<file path="src/rtl/ps2_pkg.sv">
// ps2_pkg: shared state encodings, prefix constants and event record for the PS/2 event path.
// Revision 1.0
`default_nettype none

package ps2_pkg;

  typedef enum logic [1:0] {
    H_IDLE = 2'd0,
    H_CLR  = 2'd1,
    H_WAIT = 2'd2
  } hs_state_e;

  typedef enum logic [1:0] {
    A_IDLE    = 2'd0,
    A_EXT     = 2'd1,
    A_BRK     = 2'd2,
    A_EXT_BRK = 2'd3
  } asm_state_e;

  localparam logic [7:0] PS2_PREFIX_EXT = 8'hE0;
  localparam logic [7:0] PS2_PREFIX_BRK = 8'hF0;

  typedef struct packed {
    logic       brk;
    logic       ext;
    logic [7:0] code;
  } ps2_event_t;

  function automatic ps2_event_t mk_event(input asm_state_e st, input logic [7:0] code);
    ps2_event_t e;
    e.brk  = (st == A_BRK) || (st == A_EXT_BRK);
    e.ext  = (st == A_EXT) || (st == A_EXT_BRK);
    e.code = code;
    return e;
  endfunction

endpackage

`default_nettype wire

</file>
<file path="src/rtl/ps2_evt_fifo.sv">
// ps2_evt_fifo: synchronous show-ahead event FIFO with occupancy count and drop pulse.
// Revision 1.0
`default_nettype none

module ps2_evt_fifo
  import ps2_pkg::*;
#(
  parameter int DEPTH = 8
) (
  input  logic                       clk,
  input  logic                       reset,
  input  logic                       push_i,
  input  ps2_event_t                 push_data_i,
  input  logic                       pop_i,
  output ps2_event_t                 rd_data_o,
  output logic                       rd_valid_o,
  output logic [$clog2(DEPTH):0]     count_o,
  output logic                       drop_o
);

  localparam int AW = $clog2(DEPTH);

  ps2_event_t    mem_q [DEPTH];
  logic [AW-1:0] wr_ptr_q, rd_ptr_q;
  logic [AW:0]   count_q;
  logic          w_full, w_do_push, w_do_pop;

  assign w_full    = (count_q == (AW+1)'(DEPTH));
  assign w_do_pop  = pop_i && (count_q != '0);
  // A pop in the same cycle frees the slot, so a push into a full FIFO still lands.
  assign w_do_push = push_i && (!w_full || w_do_pop);
  assign drop_o    = push_i && w_full && !w_do_pop;

  always_ff @(posedge clk) begin
    if (w_do_push) mem_q[wr_ptr_q] <= push_data_i;
  end

  always_ff @(posedge clk) begin
    if (reset) begin
      wr_ptr_q <= '0;
      rd_ptr_q <= '0;
      count_q  <= '0;
    end else begin
      if (w_do_push) wr_ptr_q <= wr_ptr_q + 1'b1;
      if (w_do_pop)  rd_ptr_q <= rd_ptr_q + 1'b1;
      if (w_do_push && !w_do_pop)      count_q <= count_q + 1'b1;
      else if (w_do_pop && !w_do_push) count_q <= count_q - 1'b1;
    end
  end

  assign rd_valid_o = (count_q != '0);
  assign rd_data_o  = rd_valid_o ? mem_q[rd_ptr_q] : '0;
  assign count_o    = count_q;

endmodule

`default_nettype wire

</file>
<file path="src/rtl/ps2_event_ctrl.sv">
// ps2_event_ctrl: decoder handshake, E0/F0 prefix assembly and host event FIFO.
// Optional prefix timeout built when PS2_EVT_TIMEOUT_EN is defined. Revision 1.0
`default_nettype none

module ps2_event_ctrl
  import ps2_pkg::*;
#(
  parameter int FIFO_DEPTH     = 8,
  parameter int TIMEOUT_CYCLES = 50000
) (
  input  logic                          clk,
  input  logic                          reset,
  input  logic [7:0]                    dec_data,
  input  logic                          dec_irq,
  output logic                          dec_int_clear,
  output logic [9:0]                    rd_data,
  output logic                          rd_valid,
  input  logic                          rd_req,
  output logic                          irq,
  output logic [$clog2(FIFO_DEPTH):0]   fifo_count,
  output logic                          overflow,
  input  logic                          ovf_clear
);

  hs_state_e  hs_q, hs_d;
  asm_state_e asm_q, asm_d;
  logic [7:0] byte_q, byte_d;
  logic       overflow_q;
  logic       w_accept, w_push, w_drop, w_tmo;
  ps2_event_t w_event, w_head;

  always_comb begin
    hs_d   = hs_q;
    byte_d = byte_q;
    case (hs_q)
      H_IDLE: if (dec_irq) begin
        hs_d   = H_CLR;
        byte_d = dec_data;
      end
      H_CLR:  hs_d = H_WAIT;
      // Wait for the decoder to drop its interrupt so one byte is never taken twice.
      H_WAIT: if (!dec_irq) hs_d = H_IDLE;
      default: hs_d = H_IDLE;
    endcase
  end

  assign w_accept      = (hs_q == H_CLR);
  assign dec_int_clear = w_accept;
  assign w_event       = mk_event(asm_q, byte_q);

  always_comb begin
    asm_d  = asm_q;
    w_push = 1'b0;
    if (w_accept) begin
      if (byte_q == PS2_PREFIX_EXT) begin
        if (asm_q == A_IDLE) asm_d = A_EXT;
      end else if (byte_q == PS2_PREFIX_BRK) begin
        if (asm_q == A_IDLE)     asm_d = A_BRK;
        else if (asm_q == A_EXT) asm_d = A_EXT_BRK;
      end else begin
        w_push = 1'b1;
        asm_d  = A_IDLE;
      end
    end else if (w_tmo) begin
      asm_d = A_IDLE;
    end
  end

`ifdef PS2_EVT_TIMEOUT_EN
  localparam int TW = $clog2(TIMEOUT_CYCLES + 1);
  logic [TW-1:0] tmo_q, tmo_d;

  assign w_tmo = (asm_q != A_IDLE) && (tmo_q == TW'(TIMEOUT_CYCLES));

  always_comb begin
    tmo_d = tmo_q + 1'b1;
    if (w_accept || asm_q == A_IDLE || w_tmo) tmo_d = '0;
  end

  always_ff @(posedge clk) begin
    if (reset) tmo_q <= '0;
    else       tmo_q <= tmo_d;
  end
`else
  logic unused_tmo;
  assign unused_tmo = |TIMEOUT_CYCLES;
  assign w_tmo      = 1'b0;
`endif

  always_ff @(posedge clk) begin
    if (reset) begin
      hs_q       <= H_IDLE;
      asm_q      <= A_IDLE;
      byte_q     <= '0;
      overflow_q <= 1'b0;
    end else begin
      hs_q   <= hs_d;
      asm_q  <= asm_d;
      byte_q <= byte_d;
      if (w_drop)         overflow_q <= 1'b1;
      else if (ovf_clear) overflow_q <= 1'b0;
    end
  end

  ps2_evt_fifo #(
    .DEPTH (FIFO_DEPTH)
  ) u_fifo (
    .clk         (clk),
    .reset       (reset),
    .push_i      (w_push),
    .push_data_i (w_event),
    .pop_i       (rd_req),
    .rd_data_o   (w_head),
    .rd_valid_o  (rd_valid),
    .count_o     (fifo_count),
    .drop_o      (w_drop)
  );

  assign rd_data  = w_head;
  assign irq      = rd_valid;
  assign overflow = overflow_q;

endmodule

`default_nettype wire

</file>
<file path="config.mk">
export PLATFORM = sky130hd
export DESIGN_NAME = ps2_event_ctrl
export DESIGN_NICKNAME = d
export VERILOG_FILES = /design/src/rtl/ps2_pkg.sv /design/src/rtl/ps2_evt_fifo.sv /design/src/rtl/ps2_event_ctrl.sv
export SDC_FILE = /design/constraint.sdc
export NUM_CORES = 1
export LEC_CHECK = 0
export ABC_AREA = 1
export CAP_MARGIN = 5
export CORE_AREA = 4 4 100 102
export CTS_CLUSTER_SIZE = 30
export DETAILED_ROUTE_END_ITERATION = 6
export DIE_AREA = 0 0 104 106
export PLACE_DENSITY = 0.74
export SLEW_MARGIN = 15
export SYNTH_ARGS = -nofsm -noshare
export SYNTH_HDL_FRONTEND = slang
export SYNTH_HIERARCHICAL = 1
export SYNTH_SLANG_ARGS = --single-unit
</file>
<file path="constraint.sdc">
create_clock -name clk -period 2.3 [get_ports clk]
set_input_delay 0.46 -clock clk [delete_from_list [all_inputs] [get_ports clk]]
set_output_delay 0.46 -clock clk [all_outputs]
set_load 0.01 [all_outputs]
</file>
; ---- After elaboration in Yosys (flattened, before gate mapping)
; Memory sizes are Yosys's and may differ from the RTL's. A register that Yosys moved wholly into a read port is not among the register bits.
; Index checks and enable logic that the tools add are counted.
[totals]
mem_count = 1
regBits = 23
out_inout_bits = 18
wordCells = 64
ramBits = 80
[op_classes]
addsub = 4
n_mux = 20
n_reduce_logical = 20
n_eq_ne = 12
[memory_table]
columns = memory, words, width, rd, rd_clocked_by_memory_dff, wr, line_no
row1 = u_fifo.mem_q, 8, 10, 1, 1, 1, ps2_evt_fifo.sv:23  ; ps2_event_t mem_q [DEPTH];
[ops]
columns = operator, n
row1 = "8-bit equality test, second input constant", 2
row2 = 2-bit two-way mux, 7
row3 = 10-bit two-way mux, 1
row4 = 4-bit two-way mux, 2
row5 = 1-bit two-way mux, 7
row6 = "3-bit by 1-bit adder with 3-bit output, second input constant", 2
row7 = "2-bit equality test, second input constant", 3
row8 = 1-bit logical AND, 6
row9 = 3-bit two-way mux, 2
row10 = 2-bit one-hot mux with 3 select lines, 1
row11 = "4-bit by 1-bit adder with 4-bit output, second input constant", 1
row12 = "2-bit by 1-bit equality test with 1-bit output, second input constant", 2
row13 = "4-bit equality test, second input constant", 1
row14 = 2-bit zero test, 2
row15 = "2-bit != test, second input constant", 2
row16 = 2-bit AND reduction, 2
row17 = 2-bit nonzero test, 2
row18 = 4-bit nonzero test, 1
row19 = "4-bit by 1-bit subtractor with 4-bit output, second input constant", 1
row20 = 1-bit zero test, 3
row21 = 1-bit logical OR, 3
row22 = "3-bit != test, second input constant", 1
row23 = 3-bit AND reduction, 1
row24 = "2-bit by 1-bit != test with 1-bit output, second input constant", 1

; ---- Longest topological paths before layout
[logic_depth]
ltp_word = 9
ltp_mapped = 18
mapped_depth_nobuf = 18

; ---- Modules after synthesis
; Netlist, hierarchy kept.
[by_module_without_submodules]
columns = module, n_inst, cells_each, area_each_um2
row1 = ps2_evt_fifo, 1, 426, 4139.0
row2 = ps2_event_ctrl, 1, 80, 591.8

; ---- Worst setup path after synthesis
; Ideal clock, no wire load.
[synth_path]
path_kind = reg-to-reg
from = reg byte_q[3]
to = reg u_fifo.count_q[3], in the netlist u_fifo/count_o[3]
t_arrival_ns = 2.193
path_slack_ns = -0.002
period_less_slack_ns = 2.302
path_stages_with_launch = 16
t_required_ns = 2.191
setup_ns = 0.109
path_cell_list = dfxtp_1 inv_1 nand2_1 nor2_4 and2_4 nor2_1 nand2_2 inv_1 ha_1 inv_1 ha_1 or2_2 nand3_1 nand3_1 nand2_1 inv_1
[synth_via]
elab_chain_cells = 8
[synth_lines]
columns = item, line_no
row1 = "start, declared", ps2_event_ctrl.sv:27  ; logic [7:0] byte_q, byte_d;
row2 = "start signal, assigned", ps2_event_ctrl.sv:99  ; byte_q <= byte_d;
row3 = 8-bit equality test, ps2_event_ctrl.sv:57  ; end else if (byte_q == PS2_PREFIX_BRK) begin
row4 = 1-bit two-way mux, ps2_event_ctrl.sv:57
row5 = 1-bit two-way mux (*), ps2_event_ctrl.sv:55  ; if (byte_q == PS2_PREFIX_EXT) begin
row6 = 1-bit two-way mux (*), ps2_event_ctrl.sv:54  ; if (w_accept) begin
row7 = net w_push, ps2_event_ctrl.sv:29  ; logic w_accept, w_push, w_drop, w_tmo;
row8 = 1-bit logical AND (*), ps2_evt_fifo.sv:31  ; assign w_do_push = push_i && (!w_full || w_do_pop);
row9 = net u_fifo.w_do_push, ps2_evt_fifo.sv:26  ; logic w_full, w_do_push, w_do_pop;
row10 = 1-bit zero test, ps2_evt_fifo.sv:47  ; else if (w_do_pop && !w_do_push) count_q <= count_q - 1'b1;
row11 = 1-bit logical AND, ps2_evt_fifo.sv:47
row12 = 2-bit nonzero test (no line), --
row13 = "end signal, assigned", ps2_evt_fifo.sv:46  ; if (w_do_push && !w_do_pop) count_q <= count_q + 1'b1;
row14 = "end signal, assigned", ps2_evt_fifo.sv:47
row15 = "end, declared", ps2_evt_fifo.sv:25  ; logic [AW:0] count_q;
; Mark *: on every way through the listed nets, which the timed path passes. The rest lies on a longest branch.
; A chain may end at the register's enable or synchronous reset.

==> results.py <==
metrics = {
    "clocking": {
        "root_buffer": "clkbuf_8",
        "htree_num_levels": 3,
        "clock_sinks": 106,
        "clk_latency_ns": 0.36,
        "cts_buffer_depth": 2,
        "clkTransAtPathRegs_ns": 0.09,
        "cts_tree": "yes",
        "cts_buffers": 9,
    },
    "floorplan": {
        "placementRows": 35,
        "io_pins": 31,
        "start_util": 0.519,
        "die_y_um": 106,
        "die_w_um": 104,
        "fp.dieArea_um2": 11000,
        "core_um2": 9110,
    },
    "synthesis": {
        "synth-seq-cells": 106,
        "syn_avg_cell_area_um2": 9.35,
        "synth_seq_area_share": 0.618,
        "synth_top_area_share": 0.508,
        "synth_top_area_cell": "edfxtp_1",
        "netlist_top_cells_area": "edfxtp_1, nand2_1, dfxtp_1",
        "yosysWarningCount": 6,
        "syn_inst": 506,
        "syn_area_um2": 4730,
        "synth_nets": 525,
        "synth_cell_types": 30,
    },
    "run_status": {
        "status": "finished clean",
    },
    "pwr": {
        "p_clk_frac": 0.230,
        "power_density_nw_per_um2": 945,
        "power.leakage_nw": 2.48,
        "internal-power_mw": 3.57,
        "ir_drop_mv": 0.778,
        "seqPwrFrac": 0.423,
        "p_sw_frac": 0.332,
        "p_switching_mw": 1.78,
        "power_frac_comb": 0.347,
    },
    "critical_path": {
        "critical_path.max_fanout": 20,
        "cp.arrival_ns": 1.76,
        "reg2reg_depth": 15,
        "worst_setup_path_start_kind": "flop",
        "cp-end-kind": "output pin",
        "path_buf_inv": 2,
        "reg2reg_slack_ns": 0.16,
        "max_stage_delay_ns": 0.44,
        "cp_slowest_cell": "dfxtp_4",
        "r2r_start": "byte_q[1]",
        "r2r-end": "u_fifo/count_o[2]",
        "path_cells": "buf_8 > nand2_1 > nand2_1 > nand2_1 > nand2_1 > nor2_1 > nor2_1 > dlygate4sd2_1",
        "critPathKind": "flop to output pin",
        "cpMostUsedCell": "nand2_1",
        "worstPathRequired_ns": 1.84,
        "crit_family": "buffers and inverters",
    },
    "route": {
        "drc_errors": 0,
        "wl_per_cell_um": 14.1,
        "first_pass_iters": 4,
        "routed_wl_mm": 9.63,
        "drt-vias-per-instance": 5.03,
        "drtIter0Drc": 130,
        "ant_nets": 0,
        "vias": 3424,
    },
    "finish": {
        "final_cells": 681,
        "fillers": 757,
        "finalNetCount": 584,
        "antenna_cells": 0,
        "area_growth_pct": 19.7,
        "drive_above_1_share": 0.163,
        "layout_common_cells": "nand2_1, edfxtp_1, inv_1, nor2_1, nand3_1",
        "final_common_cell": "nand2_1",
    },
    "grt": {
        "grt_pass1_vias": 3315,
        "grt_max_degree": 21,
        "overflow": 0,
        "antenna_found_initial": 0,
        "grt_usage": 0.182,
        "grt_pass1_wl_mm": 15.8,
    },
    "sta": {
        "worstMarginPinSlew_ns": 0.402,
        "max_freq_ghz": 0.450,
        "fin_skew_ns": 0.0144,
        "slew_viol_final": 0,
        "setup_viol": 0,
        "hold_slack_ns": 0.487,
        "final-hold-violation-count": 0,
        "slew_headroom": 0.731,
        "min_period_ns": 2.22,
        "rsz0062_at_grt": "yes",
        "fin_crit_sh": 0.965,
    },
    "place": {
        "place.gp.congestion": 0.805,
        "port_buffers": 30,
        "dp.cells": 663,
        "dp_hpwl_mm": 6.54,
    },
    "min_path": {
        "hold_end": "byte_q[1]",
        "hold_class": "flop to flop",
        "hold_depth": 2,
        "worstHoldStart": "byte_q[1]",
    },
    "run": {
        "maxCapViolations": 0,
    },
}
## cells in the mapped netlist
cell / count
a21oi_1: 13
a21oi_2: 1
and2_4: 1
buf_2: 4
buf_4: 6
buf_6: 3
clkbuf_1: 7
dfxtp_1: 26
edfxtp_1: 80
fa_1: 1
ha_1: 5
inv_1: 61
inv_2: 4
inv_4: 1
nand2_1: 172
nand2_2: 2
nand3_1: 40
nand3_2: 3
nand3_4: 1
nand3b_1: 1
nor2_1: 48
nor2_2: 8
nor2_4: 2
o21ai_0: 5
o21ai_1: 4
o21ai_2: 1
or2_1: 1
or2_2: 1
or2_4: 1
xor2_1: 3
## worst max-delay path by stage
| stage | endpoint | slack [ns] | depth (start not counted) |
|---|---|---|---|
| global placement | u_fifo/count_o[3] | -0.11 | 13 |
| detailed placement | u_fifo/count_o[3] | -0.14 | 13 |
| global route | u_fifo/count_o[3] | -0.03 | 16 |
| floorplan | u_fifo/count_o[3] | 0.07 | 15 |
| CTS | u_fifo/count_o[2] | 0.08 | 15 |
| finish | rd_data[6] | 0.08 | 8 |
## routing by layer
layer	share of wire	GRT usage	routed length [um]
met5	0	0	0
met2	0.51	0.318	4890
met1	0.42	0.229	4050
met4	0.015	0.0703	147
met3	0.056	0.0267	540
## flip-flops by register name (all words and copies together), names as in the netlist, named ones only
name             count
asm_q                2
u_fifo/rd_ptr_q      3
overflow             1
u_fifo/mem_q        80
u_fifo/wr_ptr_q      3
byte_q               8
hs_q                 2
u_fifo/count_o       4
## cell type report
| class | instances | area, um^2 | share of cell area |
|---|---|---|---|
| timing repair buffer | 67 | 653 | 0.115 |
| multi-input combinational | 314 | 1460 | 0.257 |
| sequential | 106 | 2930 | 0.518 |
| clock inverter | 6 | 88.8 | 0.0157 |
| tap | 111 | 139 | 0.0245 |
| timing repair inverter | 1 | 6.26 | 0.00110 |
| inverter | 66 | 255 | 0.0451 |
| clock buffer | 10 | 128 | 0.0225 |
## repair_timing
item                       4_1_cts  5_1_grt
pin swaps                        0        1
cloned                           1        0
setup endpoints to repair       12        6
resized for setup               20       15
setup buffers                    0        1
hold buffers                     0        0
## power by group through the flow
stage | Combinational, mW | Clock (mW) | Sequential [mW]
after CTS | 1.86 | 1.25 | 2.26
after detailed placement | 1.89 | 0 | 2.28
final | 1.86 | 1.23 | 2.26
after floorplan | 1.11 | 0 | 2.31
after global routing | 2.08 | 1.32 | 2.28
after global placement | 1.83 | 0 | 2.28
## metrics by stage
step	utilization	power, mW	cell area, um^2	setup WS [ns]	TNS (ns)
after detailed placement	0.592	4.18	5390	-0.143	-0.364
after CTS	0.619	5.37	5630	0.0758	0
after floorplan	-	3.42	4730	0.0699	0
after global placement	0.592	4.12	5390	-0.108	-0.228
final	0.622	5.35	5660	0.0799	0
after global routing	0.622	5.68	5660	-0.0304	-0.0304
## cells by family (layout without fill, tap and decap cells)
kind of cell	count (synthesis)	after routing	synth area share
AO/OA/AOI/OAI	24	24	0.0270
adder cells (fa/ha/maj)	6	6	0.0175
AND/OR/NAND/NOR	281	281	0.253
buffers and inverters	86	150	0.0793
flip-flops	106	106	0.618
XOR/XNOR	3	3	0.00556
## tightest hold or removal path: stages, from the launching register on
cell and delay [ns]:
dfxtp_2 0.35, inv_2 0.06, a21oi_1 0.05
(Power assumes the default switching activity.)
